==> src/rtl/operand_issue_if.sv <==
// Decode, issue-output and writeback signals of the operand issue stage.
// The bench drives the master side; operand_issue uses the slave side.
interface operand_issue_if;
    logic        in_valid;
    logic        in_ready;
    logic [2:0]  in_sr1;
    logic [2:0]  in_sr2;
    logic        in_sr1_use;
    logic        in_sr2_use;
    logic [2:0]  in_dr;
    logic        in_dr_write;
    logic        in_cc_use;
    logic        in_cc_write;
    logic        out_valid;
    logic        out_ready;
    logic [15:0] out_sr1_data;
    logic [15:0] out_sr2_data;
    logic [2:0]  out_cc;
    logic        wb_valid;
    logic        wb_write;
    logic [2:0]  wb_dr;
    logic [15:0] wb_data;
    logic        wb_load_cc;
    logic [2:0]  wb_cc;
    logic        sb_error;

    modport master (
        output in_valid, in_sr1, in_sr2, in_sr1_use, in_sr2_use,
               in_dr, in_dr_write, in_cc_use, in_cc_write,
               out_ready, wb_valid, wb_write, wb_dr, wb_data, wb_load_cc, wb_cc,
        input  in_ready, out_valid, out_sr1_data, out_sr2_data, out_cc, sb_error
    );

    modport slave (
        input  in_valid, in_sr1, in_sr2, in_sr1_use, in_sr2_use,
               in_dr, in_dr_write, in_cc_use, in_cc_write,
               out_ready, wb_valid, wb_write, wb_dr, wb_data, wb_load_cc, wb_cc,
        output in_ready, out_valid, out_sr1_data, out_sr2_data, out_cc, sb_error
    );
endinterface

==> src/rtl/operand_issue.sv <==
// Operand issue stage: register file + NZP with writeback bypass, per-register
// pending-write scoreboard and a one-entry output register.
module operand_issue (
    input logic     clk,
    input logic     reset_n,
    operand_issue_if.slave bus
);
    logic [15:0] rf [8];
    logic [2:0]  nzp;
    logic [1:0]  pend [8];
    logic [1:0]  cc_pend;
    logic        out_valid_q;
    logic [15:0] d1_q, d2_q;
    logic [2:0]  cc_q;
    logic        err_q;

    logic        wb_reg, wb_ccld;
    logic [15:0] sr1_val, sr2_val;
    logic [2:0]  cc_val;
    logic        sr1_ok, sr2_ok, cc_ok, hazard, ready, issue;
    logic [7:0]  p_inc, p_dec;

    always_comb begin
        wb_reg  = bus.wb_valid && bus.wb_write;
        wb_ccld = bus.wb_valid && bus.wb_load_cc;

        sr1_val = (wb_reg && bus.wb_dr == bus.in_sr1) ? bus.wb_data : rf[bus.in_sr1];
        sr2_val = (wb_reg && bus.wb_dr == bus.in_sr2) ? bus.wb_data : rf[bus.in_sr2];
        cc_val  = wb_ccld ? bus.wb_cc : nzp;

        // A source with exactly one outstanding write is ready when that write lands now.
        sr1_ok = !bus.in_sr1_use || pend[bus.in_sr1] == 2'd0 ||
                 (pend[bus.in_sr1] == 2'd1 && wb_reg && bus.wb_dr == bus.in_sr1);
        sr2_ok = !bus.in_sr2_use || pend[bus.in_sr2] == 2'd0 ||
                 (pend[bus.in_sr2] == 2'd1 && wb_reg && bus.wb_dr == bus.in_sr2);
        cc_ok  = !bus.in_cc_use || cc_pend == 2'd0 || (cc_pend == 2'd1 && wb_ccld);

        hazard = !sr1_ok || !sr2_ok || !cc_ok ||
                 (bus.in_dr_write && pend[bus.in_dr] == 2'd3) ||
                 (bus.in_cc_write && cc_pend == 2'd3);
        ready  = !hazard && (!out_valid_q || bus.out_ready);
        issue  = bus.in_valid && ready;

        p_inc = '0;
        p_dec = '0;
        for (int unsigned i = 0; i < 8; i++) begin
            p_inc[i] = issue && bus.in_dr_write && bus.in_dr == 3'(i);
            p_dec[i] = wb_reg && bus.wb_dr == 3'(i);
        end
    end

    always_ff @(posedge clk or negedge reset_n) begin
        if (!reset_n) begin
            for (int unsigned i = 0; i < 8; i++) begin
                rf[i]   <= '0;
                pend[i] <= '0;
            end
            nzp         <= 3'b010;
            cc_pend     <= '0;
            out_valid_q <= 1'b0;
            d1_q        <= '0;
            d2_q        <= '0;
            cc_q        <= '0;
            err_q       <= 1'b0;
        end else begin
            if (wb_reg)
                rf[bus.wb_dr] <= bus.wb_data;
            if (wb_ccld)
                nzp <= bus.wb_cc;

            // Underflow keeps the counter at zero but the writeback itself still lands.
            for (int unsigned i = 0; i < 8; i++) begin
                if (p_inc[i] && !p_dec[i])
                    pend[i] <= pend[i] + 2'd1;
                else if (!p_inc[i] && p_dec[i]) begin
                    if (pend[i] == 2'd0)
                        err_q <= 1'b1;
                    else
                        pend[i] <= pend[i] - 2'd1;
                end
            end

            if ((issue && bus.in_cc_write) && !wb_ccld)
                cc_pend <= cc_pend + 2'd1;
            else if (!(issue && bus.in_cc_write) && wb_ccld) begin
                if (cc_pend == 2'd0)
                    err_q <= 1'b1;
                else
                    cc_pend <= cc_pend - 2'd1;
            end

            if (issue) begin
                out_valid_q <= 1'b1;
                d1_q        <= sr1_val;
                d2_q        <= sr2_val;
                cc_q        <= cc_val;
            end else if (bus.out_ready) begin
                out_valid_q <= 1'b0;
            end
        end
    end

    assign bus.in_ready     = ready;
    assign bus.out_valid    = out_valid_q;
    assign bus.out_sr1_data = d1_q;
    assign bus.out_sr2_data = d2_q;
    assign bus.out_cc       = cc_q;
    assign bus.sb_error     = err_q;
endmodule

==> src/flat_wrapper.sv <==
// flat-port wrapper written by rule: the top's interface ports become plain ports
module operand_issue_flat 
  (clk, reset_n, bus_in_valid, bus_in_sr1, bus_in_sr2, bus_in_sr1_use, bus_in_sr2_use, bus_in_dr, bus_in_dr_write, bus_in_cc_use, bus_in_cc_write, bus_out_ready, bus_wb_valid, bus_wb_write, bus_wb_dr, bus_wb_data, bus_wb_load_cc, bus_wb_cc, bus_in_ready, bus_out_valid, bus_out_sr1_data, bus_out_sr2_data, bus_out_cc, bus_sb_error);
  operand_issue_if bus_i ();
  input logic clk;
  input logic reset_n;
  input wire logic [$bits(bus_i.in_valid)-1:0] bus_in_valid;
  input wire logic [$bits(bus_i.in_sr1)-1:0] bus_in_sr1;
  input wire logic [$bits(bus_i.in_sr2)-1:0] bus_in_sr2;
  input wire logic [$bits(bus_i.in_sr1_use)-1:0] bus_in_sr1_use;
  input wire logic [$bits(bus_i.in_sr2_use)-1:0] bus_in_sr2_use;
  input wire logic [$bits(bus_i.in_dr)-1:0] bus_in_dr;
  input wire logic [$bits(bus_i.in_dr_write)-1:0] bus_in_dr_write;
  input wire logic [$bits(bus_i.in_cc_use)-1:0] bus_in_cc_use;
  input wire logic [$bits(bus_i.in_cc_write)-1:0] bus_in_cc_write;
  input wire logic [$bits(bus_i.out_ready)-1:0] bus_out_ready;
  input wire logic [$bits(bus_i.wb_valid)-1:0] bus_wb_valid;
  input wire logic [$bits(bus_i.wb_write)-1:0] bus_wb_write;
  input wire logic [$bits(bus_i.wb_dr)-1:0] bus_wb_dr;
  input wire logic [$bits(bus_i.wb_data)-1:0] bus_wb_data;
  input wire logic [$bits(bus_i.wb_load_cc)-1:0] bus_wb_load_cc;
  input wire logic [$bits(bus_i.wb_cc)-1:0] bus_wb_cc;
  output wire logic [$bits(bus_i.in_ready)-1:0] bus_in_ready;
  output wire logic [$bits(bus_i.out_valid)-1:0] bus_out_valid;
  output wire logic [$bits(bus_i.out_sr1_data)-1:0] bus_out_sr1_data;
  output wire logic [$bits(bus_i.out_sr2_data)-1:0] bus_out_sr2_data;
  output wire logic [$bits(bus_i.out_cc)-1:0] bus_out_cc;
  output wire logic [$bits(bus_i.sb_error)-1:0] bus_sb_error;
  assign bus_i.in_valid = bus_in_valid;
  assign bus_i.in_sr1 = bus_in_sr1;
  assign bus_i.in_sr2 = bus_in_sr2;
  assign bus_i.in_sr1_use = bus_in_sr1_use;
  assign bus_i.in_sr2_use = bus_in_sr2_use;
  assign bus_i.in_dr = bus_in_dr;
  assign bus_i.in_dr_write = bus_in_dr_write;
  assign bus_i.in_cc_use = bus_in_cc_use;
  assign bus_i.in_cc_write = bus_in_cc_write;
  assign bus_i.out_ready = bus_out_ready;
  assign bus_i.wb_valid = bus_wb_valid;
  assign bus_i.wb_write = bus_wb_write;
  assign bus_i.wb_dr = bus_wb_dr;
  assign bus_i.wb_data = bus_wb_data;
  assign bus_i.wb_load_cc = bus_wb_load_cc;
  assign bus_i.wb_cc = bus_wb_cc;
  assign bus_in_ready = bus_i.in_ready;
  assign bus_out_valid = bus_i.out_valid;
  assign bus_out_sr1_data = bus_i.out_sr1_data;
  assign bus_out_sr2_data = bus_i.out_sr2_data;
  assign bus_out_cc = bus_i.out_cc;
  assign bus_sb_error = bus_i.sb_error;
  operand_issue u_core (.clk(clk), .reset_n(reset_n), .bus(bus_i));
endmodule
==> config.mk <==
export PLATFORM = sky130hd
export DESIGN_NAME = operand_issue_flat
export DESIGN_NICKNAME = d
export VERILOG_FILES = /design/src/rtl/operand_issue_if.sv /design/src/rtl/operand_issue.sv /design/src/flat_wrapper.sv
export SDC_FILE = /design/constraint.sdc
export NUM_CORES = 1
export LEC_CHECK = 0
export CAP_MARGIN = 20
export CORE_MARGIN = 4
export CORE_UTILIZATION = 58
export CTS_BUF_LIST = sky130_fd_sc_hd__clkbuf_16
export DETAILED_ROUTE_END_ITERATION = 10
export DONT_BUFFER_PORTS = 1
export PLACE_DENSITY = 0.8
export SLEW_MARGIN = 20
export SYNTH_ARGS = -nofsm -noshare
export SYNTH_HDL_FRONTEND = slang
export SYNTH_SLANG_ARGS = --single-unit
export TNS_END_PERCENT = 50
==> constraint.sdc <==
create_clock -name clk -period 3.15 [get_ports clk]
set_clock_uncertainty 0.05 [all_clocks]
set_input_delay 0.63 -clock clk [delete_from_list [all_inputs] [get_ports clk]]
set_output_delay 0.63 -clock clk [all_outputs]
set_load 0.03 [all_outputs]
==> summary.md, run 1 <==
| Metric | Value |
|---|---|
| Hold_ws | -159.5 ps |
| Rel. slew slack | 55.41% |
| PD cells | about 690 nW/µm² |
| Gr ovfl total | 0 |
| Die width | 142.4 µm |
| Worst Path Required | between 2000 and 2500 ps |
| Critical Path Sink Type | output pin |
| Total power | just over 0.008 W |
| Commonest non-fill, non-tap cells in the layout | dfrtp_1, nand2_1, mux2_2, mux4_2, o21ai_0 |
| CTS tree | built |
| Final Util | about two thirds |
| Synth Flop Type | dfrtp_1 |
| Die ar. | 20,260 µm² |
| Crit start category | register |
| # diodes | 0 |
| Area growth syn-to-layout | 11.72% |
| Routed WL | 24,860 µm |
| Cell row count | 48 |
| HP Class | in -> async |
| DR vias/cell | 6.379 |
| Routed Antenna Nets | 0 |
| Outcome | finished with violations |
| Clock root buffer | clkbuf_16 |
| Vias | slightly above 7,000 |
| Layout cells sized above 1 | between 30% and 40% |
| Crit Path Class | reg -> out |
| Starting DRT DRC Count | slightly above 600 |
| RSZ-0062 raised after global routing | yes |
| Vias in the first global route | 7,222 |
| Commonest non-fill, non-tap cell in the layout | dfrtp_1 |
| Hold Fails Final Rpt | 185 |
| Synthesized flop and latch total | approximately 190 |
| Dpl ws | -226.3 ps |
| Pins over their slew limit | 0 |
| Worst Setup Slack, final | 27.55 ps |
| CTS max path bufs | 2 |
| Post-route clock period utilization | approximately 99% |
| Aggregate global-route resource usage | between 20% and 30% |
| Reg2reg setup slack | around 50 ps |
| Largest net degree at the start of global routing | approximately 190 |
| Clk sinks | approximately 190 |
| Clock transition at path regs | about 70 ps |
| Io pins | between 80 and 90 |
| Unique masters post-synth | between 40 and 50 |
| GPL Wtd Cong | a little over 0.9 |
| Drt pass-1 iters | 5 |
| Net Count, Synth | between 900 and 1,000 |
| H-tree Lvls | 4 |
| Initial antenna violation count | 0 |
| Leakage power figure | around 5.2 nW |
| Worst-skew pair later-pin latency | between 400 and 500 ps |
| Max IR drop VDD | 0.0004918 V |
| Async set-or-reset flop fraction in the synthesized netlist | 100.0% |
| Initial Util | about 60% |
| Mean Syn Cell Area | about 12 µm² |
| Syn Inst Count | about 850 |
| Drt drc | 0 |
| Synthesized area | roughly 10,000 µm² |
| Die height | roughly 140 µm |
| Yosys warnings | 0 |
| Nets | 938 |
| Drt wl/cell | ~22 µm |
| DP HPWL | about 16,000 µm |
| EDFF count, synth | 0 |
| Cts bufs inserted | 17 |
| Fin crit period | 3122 ps |
| Core Box Area | around 17,000 µm² |
| Worst-Margin Slew | around 670 ps |
| Reg2Reg Depth | 11 |
| Sequential area share after synthesis | approximately 44% |
| Failing checks | negative hold slack |
| Final Setup Violations | 0 |
| Max-cap viol count | 0 |
| Worst EP arrival | around 2400 ps |
| Global-route wire length before repair | slightly below 40,000 µm |
| Buffers on Ports | 0 |
| Crit path max fanout | 3 |
| Maximum clock rate | around 320 MHz |
[per-layer routing]
layer | routed length, µm | track usage, %
met1 | 10130 | 35.60
met2 | 12260 | 40.65
met3 | 1916 | 4.839
met4 | 551 | 8.804
met5 | 0 | 0
[synthesized netlist by cell type (2+ instances only)]
cell type,count,area [µm²]
nor2b_1,10,62.56
nor3b_1,4,30.03
mux2_4,29,435.4
nor4b_1,7,61.31
o21ai_0,57,285.3
o41ai_1,2,17.52
a21oi_1,5,25.02
clkbuf_1,44,165.2
o22ai_1,5,31.28
buf_1,6,22.52
dfrtp_1,185,4629
inv_1,23,86.33
mux2_2,105,1182
nand3_1,8,40.04
xor2_1,6,52.55
clkinv_1,2,7.510
buf_2,6,30.03
or3_1,4,25.02
or4_1,2,15.01
mux2i_1,36,360.4
nand2_1,153,574.3
ha_1,21,262.8
or2_2,5,31.28
nor3_1,3,15.01
nand2b_1,2,12.51
mux4_2,73,1644
buf_6,3,33.78
o31ai_1,2,15.01
nor2_1,25,93.84
nor4_1,4,25.02
[area by class of cell]
type                    count  area (µm²)
clock buffers              17       425.4
clock inverters            15       148.9
fillers                  1168        5779
inverters                  25       93.84
multi-input cells         583        5597
flip-flops and latches    186        4656
well taps                 225       281.5
repair buffers             61       495.5
[cell families (layout without fill, tap and decap cells)]
| logic type | count (synthesis) | after routing | share of synthesized area [%] |
|---|---|---|---|
| AOI/OAI and AO/OA | 78 | 78 | 4.338 |
| xor gates and xnor gates | 7 | 7 | 0.5856 |
| adders and majority gates | 21 | 21 | 2.510 |
| buffers and inverters | 85 | 118 | 3.370 |
| DFF | 186 | 186 | 44.47 |
| muxes | 243 | 243 | 34.60 |
| and+or+nand+nor | 234 | 234 | 10.13 |
[power breakdown]
group / leakage [nW] / switching (W) / internal [W] / total (W)
clock: 0.285 / 0.000950 / 0.00117 / 0.00212
combinational: 2.58 / 0.000727 / 0.00129 / 0.00201
sequential: 2.29 / 0.000912 / 0.00304 / 0.00395
[critical path, cell delays in order, from the launching register on]
cell and delay (ps):
dfrtp_1 400, buf_6 130, mux4_2 460, nor2_2 130, a22oi_2 100, a221oi_4 350, buf_4 170, and2_4 140
buf_6 130
[final timing paths]
kind	end	from
worst max register to register	u_core.bus.sb_error$_DFF_PN0_	u_core.pend[9]$_DFFE_PN0P_
min in group clk	u_core.bus.out_valid$_DFFE_PN0P_	bus_out_ready
worst max-delay path	bus_in_ready	u_core.pend[9]$_DFFE_PN0P_
worst min register to register	u_core.nzp[2]$_DFF_PN0_	u_core.nzp[2]$_DFF_PN0_
worst min-delay path	u_core.pend[14]$_DFFE_PN0P_	reset_n
max in group asynchronous	u_core.rf[77]$_DFFE_PN0P_	reset_n
[sequential cells by signal, indices dropped and copies added, names as in the netlist]
name,flops
u_core.nzp,3
u_core.bus.sb_error,1
u_core.cc_pend,2
u_core.bus.out_sr1_data,16
u_core.bus.out_sr2_data,16
u_core.pend,16
u_core.bus.out_valid,1
u_core.rf,128
u_core.bus.out_cc,3
[stage by stage]
stage | instances | cell area (µm²) | TNS (ps)
floorplan | 854 | 10510 | -335.3
global placement | 1067 | 10900 | -197.2
detailed placement | 1067 | 10900 | -590.2
CTS | 1100 | 11480 | 0
global route | 1112 | 11700 | -144.9
finish | 1112 | 11700 | 0
[repair_timing]
action                                  CTS  global route
endpoints found under the setup margin    1             9
gates cloned                              0             0
endpoints found under the hold margin   186           186
gates resized for setup                   0            27
pin swaps                                 1            12
buffers inserted                          1            12
(Power assumes the default switching activity.)
==> run 2: changes to the inputs <==
- CORE_UTILIZATION: 58 -> 60
- clock period: 3.15 -> 2.9 ns (I/O delays scaled with it)
==> summary.md, run 2 (same netlist as run 1, synthesis figures left out) <==
| Metric | Value |
|---|---|
| Die height | approximately 140 µm |
| Initial Util | between 60% and 70% |
| Maximum clock rate | between 300 and 400 MHz |
| H-tree Lvls | 4 |
| Worst Path Required | ~3200 ps |
| Leakage power figure | roughly 5.3 nW |
| CP cell instances | mux4_2 > o41ai_4 > a22oi_2 > a221oi_4 > nand3b_1 > or4_4 > ha_4 > nor4b_1 > nor4_1 > nand3_1 |
| Routed Antenna Nets | 0 |
| Fin crit period | about 3200 ps |
| Max IR drop VDD | around 0.0005 V |
| Cts bufs inserted | 17 |
| Outcome | finished with violations |
| Worst Setup Slack, final | -283.4 ps |
| Global-route wire length before repair | approximately 42,000 µm |
| CTS max path bufs | 2 |
| Final Setup Violations | 8 |
| HP Class | in -> async |
| Initial antenna violation count | 0 |
| Drt wl/cell | approximately 23 µm |
| Post-route clock period utilization | 109.8% |
| Placed Area | about 11,000 µm² |
| Core Box Area | approximately 17,000 µm² |
| PD cells | 742.6 nW/µm² |
| GPL Wtd Cong | 0.9550 |
| Clock transition at path regs | roughly 70 ps |
| Starting DRT DRC Count | ~620 |
| Top reg by flops | u_core.rf |
| RSZ-0062 raised after global routing | yes |
| Critical Path Sink Type | register |
| Drt pass-1 iters | 4 |
| Max FFs per register | around 130 |
| Crit start category | register |
| Worst EP arrival | around 3400 ps |
| # diodes | 0 |
| Worst setup startpoint | u_core.pend[8]$_DFFE_PN0P_ |
| Commonest non-fill, non-tap cell in the layout | dfrtp_1 |
| Clk sinks | about 190 |
| Buffers on Ports | 0 |
| Hold Fails Final Rpt | ~190 |
| Gr ovfl total | 0 |
| Max-cap viol count | 0 |
| Hold_ws | -207.9 ps |
| Routed WL | between 20,000 and 30,000 µm |
| Vias | 7,321 |
| Nets | ~950 |
| Die width | around 140 µm |
| DP HPWL | around 17,000 µm |
| Vias in the first global route | approximately 7,600 |
| Largest net degree at the start of global routing | 187 |
| Worst Path Buf+Inv | 0 |
| Worst path slowest cell | mux4_2 |
| DR vias/cell | about 6.5 |
| CTS tree | built |
| Failing checks | negative hold slack, negative setup slack |
| Drt drc | 0 |
| Cell row count | between 40 and 50 |
| Area growth syn-to-layout | 14.03% |
| Commonest non-fill, non-tap cells in the layout | dfrtp_1, nand2_1, mux2_2, mux4_2, buf_4 |
| Aggregate global-route resource usage | between 20% and 30% |
| Io pins | just over 80 |
| Critical path's largest stage delay | approximately 530 ps |
| Worst-skew pair later-pin latency | 440 ps |
| Crit path max fanout | 5 |
| Post-route cell area | 11,940 µm² |
| Worst R2R Start | u_core.pend[8]$_DFFE_PN0P_ |
| Clock root buffer | clkbuf_16 |
| Worst-Margin Slew | between 600 and 700 ps |
| Die ar. | 19,630 µm² |
| Layout cells sized above 1 | between 30% and 40% |
| Rel. slew slack | a little under three fifths |
| Pins over their slew limit | 0 |
| Crit Path Class | reg -> reg |
| Largest delay share family, worst path | simple AND/OR/NAND/NOR gates |
[run 2: cell count changes in the layout (fill, tap and decap cells not counted), moves of 3 or more]
| cell | previous run | this run |
|---|---|---|
| buf_4 | 51 | 68 |
| nor3b_1 | 4 | 1 |
| nor3b_2 | 0 | 3 |
| o21ai_1 | 2 | 8 |
| ha_1 | 15 | 10 |
| ha_4 | 4 | 8 |
| o21ai_0 | 55 | 49 |
| buf_6 | 10 | 6 |
[run 2: worst paths after layout]
check / end / slack, ps / cells past startpoint
max: u_core.bus.sb_error$_DFF_PN0_ / -280 / 10
min: u_core.bus.out_cc[1]$_DFFE_PN0N_ / -210 / 0
max reg2reg: u_core.bus.sb_error$_DFF_PN0_ / -280 / 10
min reg2reg: u_core.nzp[0]$_DFF_PN0_ / 450 / 1
max in group asynchronous: u_core.bus.sb_error$_DFF_PN0_ / 2660 / 0
min in group clk: u_core.bus.out_valid$_DFFE_PN0P_ / 190 / 1
[run 2: layout make-up]
type                    instances  area [µm²]
clock buffers                  17       425.4
inverters                      25       93.84
fillers                      1168        5238
well taps                     225       281.5
multi-input cells             583        5723
repair buffers                 76       618.1
flip-flops and latches        186        4656
clock inverters                15       141.4
[run 2: repair_timing]
action | in CTS | in global routing
endpoints found under the setup margin | 5 | 13
pin swaps | 3 | 13
resized for setup | 10 | 26
hold endpoints to repair | 186 | 186
buffers inserted | 1 | 7
[run 2: power breakdown]
| group | internal [W] | total [W] | leakage, nW | switching, W |
|---|---|---|---|---|
| clock | 0.00120 | 0.00226 | 0.283 | 0.00106 |
| sequential | 0.00330 | 0.00430 | 2.29 | 0.00101 |
| combinational | 0.00145 | 0.00231 | 2.69 | 0.000851 |
| total | 0.00595 | 0.00887 | 5.26 | 0.00291 |
[run 2: stage by stage]
stage	utilization (%)	setup TNS [ps]	total power, W	std cells	setup slack (ps)
floorplan	-	-2167	0.005908	854	-409.5
detailed placement	64.82	-2453	0.006525	1088	-553.6
finish	69.51	-920.5	0.008866	1127	-283.4
CTS	68.52	-532.0	0.008818	1121	-219.6
global placement	64.82	-1355	0.006333	1088	-381.6
global route	69.51	-2041	0.009273	1127	-365.5
[run 2: metal layers]
metal  vias up  track usage, %  part of all wire [%]
met2       298           46.77                    51
met3        54           5.121                   6.4
li1       3140               -                     -
met5         -               0                     0
met1      3829           35.81                    40
met4         0           8.975                   2.5
